==> config.mk <==
export PLATFORM = sky130hd
export DESIGN_NAME = bypass_eq_slt_serial_unit
export DESIGN_NICKNAME = d
export VERILOG_FILES = /design/src/rtl/bypass_eq_slt_serial_unit.sv
export SDC_FILE = /design/constraint.sdc
export NUM_CORES = 1
export LEC_CHECK = 0
export ABC_AREA = 1
export BUFFER_PORTS_ARGS = -buffer_cell sky130_fd_sc_hd__buf_2
export CORE_MARGIN = 2
export CORE_UTILIZATION = 35
export CTS_CLUSTER_DIAMETER = 80
export CTS_CLUSTER_SIZE = 30
export DETAILED_ROUTE_END_ITERATION = 12
export GPL_TIMING_DRIVEN = 0
export SYNTH_ARGS = -nofsm -noshare
export SYNTH_HDL_FRONTEND = slang
export SYNTH_SLANG_ARGS = --single-unit
==> constraint.sdc <==
create_clock -name clk -period 1.3 [get_ports clk]
set_clock_uncertainty 0.05 [all_clocks]
set_input_delay 0.195 -clock clk [delete_from_list [all_inputs] [get_ports clk]]
set_output_delay 0.195 -clock clk [all_outputs]
set_load 0.05 [all_outputs]
==> src/rtl/bypass_eq_slt_serial_unit.sv <==
// Serial MSB-first equality / set-less-than unit with operand bypass and a backpressured result.
// Optional build macro BESLT_EARLY_EXIT_EN: finish the scan on the first differing digit.
module bypass_eq_slt_serial_unit #(
  parameter int unsigned WIDTH = 8,
  parameter int unsigned DIGIT = 2
) (
  input  logic             clk,
  input  logic             rst_n,
  input  logic             in_valid_i,
  output logic             in_ready_o,
  input  logic [WIDTH-1:0] a_i,
  input  logic [WIDTH-1:0] b_i,
  input  logic             signed_mode_i,
  output logic             out_valid_o,
  input  logic             out_ready_i,
  output logic [WIDTH-1:0] out_a_o,
  output logic [WIDTH-1:0] out_b_o,
  output logic [WIDTH-1:0] out_eq_o,
  output logic [WIDTH-1:0] out_slt_o
);

  localparam int unsigned N     = WIDTH / DIGIT;
  localparam int unsigned CNT_W = (N > 1) ? $clog2(N) : 1;

  typedef enum logic [1:0] {
    S_IDLE = 2'd0,
    S_SCAN = 2'd1,
    S_HOLD = 2'd2
  } state_e;

  state_e             state_q, state_d;
  logic [CNT_W-1:0]   cnt_q, cnt_d;
  logic [WIDTH-1:0]   cmp_a_q, cmp_a_d;
  logic [WIDTH-1:0]   cmp_b_q, cmp_b_d;
  logic [WIDTH-1:0]   out_a_q, out_a_d;
  logic [WIDTH-1:0]   out_b_q, out_b_d;
  logic               lt_q, lt_d;
  logic               decided_q, decided_d;
  logic               eq_q, eq_d;
  logic               slt_q, slt_d;

  logic [DIGIT-1:0]   dig_a, dig_b;
  logic               digit_diff;
  logic               scan_done;

  // Compare operands are shifted left each step, so the active digit is always on top.
  assign dig_a      = cmp_a_q[WIDTH-1 -: DIGIT];
  assign dig_b      = cmp_b_q[WIDTH-1 -: DIGIT];
  assign digit_diff = (dig_a != dig_b);

  always_ff @(posedge clk or negedge rst_n) begin
    if (!rst_n) begin
      state_q   <= S_IDLE;
      cnt_q     <= '0;
      cmp_a_q   <= '0;
      cmp_b_q   <= '0;
      out_a_q   <= '0;
      out_b_q   <= '0;
      lt_q      <= 1'b0;
      decided_q <= 1'b0;
      eq_q      <= 1'b0;
      slt_q     <= 1'b0;
    end else begin
      state_q   <= state_d;
      cnt_q     <= cnt_d;
      cmp_a_q   <= cmp_a_d;
      cmp_b_q   <= cmp_b_d;
      out_a_q   <= out_a_d;
      out_b_q   <= out_b_d;
      lt_q      <= lt_d;
      decided_q <= decided_d;
      eq_q      <= eq_d;
      slt_q     <= slt_d;
    end
  end

  always_comb begin
    state_d   = state_q;
    cnt_d     = cnt_q;
    cmp_a_d   = cmp_a_q;
    cmp_b_d   = cmp_b_q;
    out_a_d   = out_a_q;
    out_b_d   = out_b_q;
    lt_d      = lt_q;
    decided_d = decided_q;
    eq_d      = eq_q;
    slt_d     = slt_q;
    scan_done = 1'b0;

    unique case (state_q)
      S_IDLE: begin
        if (in_valid_i) begin
          // Flipping the sign bit turns a signed compare into an unsigned one.
          cmp_a_d   = a_i ^ {signed_mode_i, {(WIDTH-1){1'b0}}};
          cmp_b_d   = b_i ^ {signed_mode_i, {(WIDTH-1){1'b0}}};
          out_a_d   = a_i;
          out_b_d   = b_i;
          lt_d      = 1'b0;
          decided_d = 1'b0;
          cnt_d     = CNT_W'(N - 1);
          state_d   = S_SCAN;
        end
      end
      S_SCAN: begin
        if (!decided_q && digit_diff) begin
          decided_d = 1'b1;
          lt_d      = (dig_a < dig_b);
        end
        cmp_a_d = cmp_a_q << DIGIT;
        cmp_b_d = cmp_b_q << DIGIT;
        cnt_d   = cnt_q - CNT_W'(1);
`ifdef BESLT_EARLY_EXIT_EN
        scan_done = (cnt_q == '0) || (!decided_q && digit_diff);
`else
        scan_done = (cnt_q == '0);
`endif
        if (scan_done) begin
          eq_d    = !decided_d;
          slt_d   = lt_d;
          state_d = S_HOLD;
        end
      end
      S_HOLD: begin
        if (out_ready_i) begin
          state_d = S_IDLE;
        end
      end
      default: begin
        state_d = S_IDLE;
      end
    endcase
  end

  assign in_ready_o  = (state_q == S_IDLE);
  assign out_valid_o = (state_q == S_HOLD);
  assign out_a_o     = out_a_q;
  assign out_b_o     = out_b_q;
  assign out_eq_o    = {{(WIDTH-1){1'b0}}, eq_q};
  assign out_slt_o   = {{(WIDTH-1){1'b0}}, slt_q};

endmodule

## Word-level counts from Yosys, hierarchy flattened

Cells that the tools add are included.
W data, S select, Z words.

| operators by class | value |
|---|---|
| add/subtract/negate cells | 1 |
| $mul | 0 |
| divide/modulo/power cells | 0 |
| $lt $le $gt $ge | 1 |
| equal/unequal tests | 6 |
| shift operators | 0 |
| muxes and demuxes | 16 |
| bitwise logic cells | 2 |
| reductions and logical operators | 10 |

Operators by type and width:

| kind | number |
|---|---|
| $pmux W8 S2 | 2 |
| $mux W8 | 2 |
| $xor A8 B8 Y8 | 2 |
| $mux W2 | 4 |
| $pmux W2 S3 | 1 |
| $reduce_and A2 Y1 | 3 |
| $logic_not A2 Y1 | 2 |
| $mux W1 | 4 |
| $ne A2 B2 Y1 const B | 2 |
| $pmux W1 S2 | 2 |
| $pmux W2 S2 | 1 |
| $reduce_and A3 Y1 | 1 |
| $eq A2 B1 Y1 const B | 1 |
| $eq A2 B2 Y1 const B | 1 |
| $logic_not A1 Y1 | 2 |
| $lt A2 B2 Y1 | 1 |
| $ne A2 B1 Y1 const B | 1 |
| $ne A2 B2 Y1 | 1 |
| $reduce_bool A2 Y1 | 1 |
| $sub A2 B1 Y2 const B | 1 |
| $logic_and A1 B1 Y1 | 1 |

| storage, ports and cells | value |
|---|---|
| flip-flop bits (word level) | 40 |
| bits in latches | 0 |
| memory bits (writable) | 0 |
| bits in read-only memories | 0 |
| input bits | 21 |
| memories kept | 0 |

## Logic depth before layout (Yosys ltp)

| logic depth | value |
|---|---|
| depth in word-level cells | 5 |
| mapped depth | 8 |

## Worst setup path before layout

Ideal clock, no wire load.

| timing path | value |
|---|---|
| path type | register to register |
| start point | register state_q[0] |
| end point | register decided_q |
| setup time | 126 ps |
| data arrival time | 1,403 ps |
| required time | 1,124 ps |
| slack | -279 ps |
| stages on the path, launching flop included | 6 |
| clock period less this slack | 1,579 ps |
| path through | dfrtp_1 > nor2_2 > nand2_4 > inv_4 > buf_6 > o22ai_1 |

| between the ends | value |
|---|---|
| longest elaborated chain between the ends | 3 |

RTL lines:

| what | line | text |
|---|---|---|
| start, declared | 31 | `state_e state_q, state_d;` |
| start signal, assigned | 64 | `state_q <= state_d;` |
| $logic_not A2 Y1 (*) | -- |  |
| named net in_ready_o | 10 | `output logic in_ready_o,` |
| $ne A2 B2 Y1 (no line) / $reduce_bool A2 Y1 (equally long branches) | -- |  |
| $reduce_and A2 Y1 (no line) | -- |  |
| end signal, assigned | 71 | `decided_q <= decided_d;` |
| end, declared | 38 | `logic decided_q, decided_d;` |

Mark *: on every way through the listed nets, which the timed path passes. The rest lies on a longest branch.
A chain may end at the register's enable or synchronous reset.

## Worst setup path after layout

| timing path | value |
|---|---|
| start point | register state_q[0] |
| end point | output port in_ready_o |

| between the ends | value |
|---|---|
| longest elaborated chain between the ends | 1 |

RTL lines:

| what | line | text |
|---|---|---|
| $logic_not A2 Y1 | 134 | `assign in_ready_o = (state_q == S_IDLE);` |
| end, declared | 10 |  |

No other way between the ends.

==> results.cfg <==
[setup_path]
path_class = reg -> out
endpoint_kind = output port
r2r_cells = 5
cp.arrival_ns = 1.09
required_ns = 1.05
path_max_fanout = 5
worst_setup_path_start_kind = register

[placement]
place_ws_ns = -0.119
dpl.hpwl_mm = 2.49
placed_cell_area_um2 = 2120
port_buffers = 40
gp_congestion = 0.732

[timing]
finalSetupViolCount = 2
tightest_slew_ns = 0.880
grt_setup_unrepaired = true
finalCritPeriodShare = 1.03
slew_headroom = 0.413
max_freq_mhz = 749
finalHoldWorstSlack_ns = -0.0323
slew_viol_final = 0
setup_ws_ns = -0.0346
hold_viol = 40
fin_crit_ns = 1.33

[yosys]
synth_top_cell_by_area = dfrtp_1
synth_warnings = 0
netlist_instances = 202
syn_area_um2 = 1770
syn_area_per_cell_um2 = 8.78
synth-seq-cells = 40
synth_top_cells_by_area = dfrtp_1, nand2_1, buf_4
synth_seq_area_share = 0.565
ys_types = 21
synth_top_area_frac = 0.565

[power_and_ir_drop]
ir_drop_mv = 1.13
powerDensity_nw_per_um2 = 2690
p_leak_nw = 1.31

[clock_tree]
clk_latency_ns = 0.29
cts_hold_buffers = 0
clk_pin_slew_worst_paths_ns = 0.08
cts_buffers = 5
htreeDepth = 2
cts_buffer_depth = 2
clkSinkCount = 40
tritoncts = done
clockRootBuffer = clkbuf_8

[route]
drc_errors = 0
finalWirelength_mm = 3.43
drt-vias-per-instance = 4.18
first_iter_violations = 51
first_pass_iters = 4
vias = 1388
ant_nets = 0
wire_per_inst_um = 10.3

[grt]
antenna_found_initial = 0
grt_first_pass_wirelength_mm = 5.93
grt_max_degree = 41
met2_usage = 0.227
grt_util_met1 = 0.185
grt_pass1_vias = 1342
track_usage = 0.142
busiest_layer = met2
use_met3 = 0.0361
gr-total-overflow = 0

[outcome]
status = finished with violations
violations = hold timing, setup timing

[run]
drv_cap = 0

[finish]
nets = 288
fin_area_um2 = 2290
diodes = 0
layout-drive-gt1-share = 0.317
area_growth_pct = 29.4

[floorplan]
core_um2 = 4820
die_w_um = 75.2
pin_count = 55
fp.dieH_um = 75.2
dieArea_um2 = 5650
start_util = 0.368
rows = 25

[worst_hold_path]
hold_class = in -> async
==> where the power goes <==
group          internal [mW]  switching, mW  total [mW]
Clock                  0.568          0.446        1.01
Sequential              1.78          0.315        2.09
Combinational          0.919           2.15        3.07
Total                   3.27           2.91        6.18
==> metal layers <==
layer  routed length (µm)  up-vias
met4                   61        0
met2                 1630       32
met3                  169        5
met5                    0        -
met1                 1570      634
li1                     -      717
==> cells by family after synthesis <==
group                      share of synthesized area
AOI/OAI and AO/OA                             0.0254
xor gates and xnor gates                     0.00988
DFF                                            0.565
adders and majority gates                     0.0212
and+or+nand+nor                                0.263
buffers and inverters                          0.114
other                                        0.00212
==> per-stage QoR <==
step                hold slack (ns)  cells  setup TNS (ns)   util  power [mW]
floorplan                    -0.151    215          -0.698      -        4.34
global placement              0.320    322          -0.652  0.440        4.97
detailed placement            0.328    322           -1.11  0.440        5.04
CTS                         0.00562    331         -0.0459  0.470        6.16
global route                 0.0250    332          -0.151  0.476        6.67
finish                      -0.0323    332         -0.0386  0.476        6.18
==> critical path, cell delays in order (launching register included) <==
cell     delay (ns)
dfrtp_2        0.47
nor2_4         0.15
buf_6          0.18
==> layout make-up <==
| type | count | area, µm² |
|---|---|---|
| repair buffers | 43 | 235 |
| flip-flops and latches | 40 | 1000 |
| clock buffers | 5 | 68.8 |
| multi-input cells | 142 | 656 |
| fillers | 495 | 2520 |
| well taps | 67 | 83.8 |
| plain buffers | 19 | 150 |
| inverters | 13 | 56.3 |
| clock inverters | 3 | 42.5 |
==> sequential cells by signal, indices dropped and copies added (netlist names) <==
signal,flops
eq_q,1
decided_q,1
slt_q,1
out_a_o,8
cnt_q,2
out_b_o,8
lt_q,1
cmp_b_q,8
cmp_a_q,8
state_q,2
==> repair_timing <==
action                                  in CTS  in global routing
endpoints found under the setup margin      18                 28
gates resized for setup                     10                  6
pin swaps                                    1                  1
buffers inserted                             1                  2
gates cloned                                 0                  0
hold endpoints to repair                     0                  0
==> placed cells by master (no fill, tap or decap) <==
cell / synthesis / layout
inv_1: 12 / 10
nand3_1: 14 / 14
buf_4: 18 / 20
o22ai_1: 1 / 1
nor2_4: 0 / 1
xor2_1: 2 / 2
nand2_4: 1 / 1
bufinv_16: 0 / 1
o21ai_0: 2 / 2
nand2_2: 1 / 4
dfrtp_2: 0 / 1
inv_8: 0 / 1
buf_2: 1 / 38
o21ai_4: 0 / 1
clkbuf_8: 0 / 5
dfrtp_1: 40 / 39
ha_4: 0 / 1
nor2_1: 3 / 1
nand2_1: 96 / 93
inv_2: 0 / 2
conb_1: 1 / 14
o31ai_1: 1 / 1
nor2_2: 1 / 2
ha_1: 3 / 2
a22oi_1: 1 / 1
buf_6: 1 / 4
clkinvlp_4: 0 / 1
a21oi_1: 1 / 1
clkinv_2: 0 / 1
==> path summary, 6_finish.rpt <==
kind	start	to	slack (ns)
max	state_q[0]	in_ready_o	-0.03
min	rst_n	out_b_o[5]	-0.03
max reg2reg	state_q[0]	out_a_o[2]	0.08
min reg2reg	out_b_o[6]	out_b_o[6]	0.43
max in group asynchronous	rst_n	state_q[0]	0.64
min in group clk	out_ready_i	state_q[1]	0.02
==> synth_stat cells <==
master and instances:
inv_4 1, buf_6 1, nor2_2 1, o21ai_2 1, inv_1 12, nand2_2 1
a22oi_1 1, a21oi_1 1, nand3_1 14, ha_1 3, nand2_1 96, nand2_4 1
xor2_1 2, conb_1 1, nor2_1 3, o21ai_0 2, o22ai_1 1, o31ai_1 1
dfrtp_1 40, buf_4 18, buf_2 1
Power figures use the tool's default switching activity.
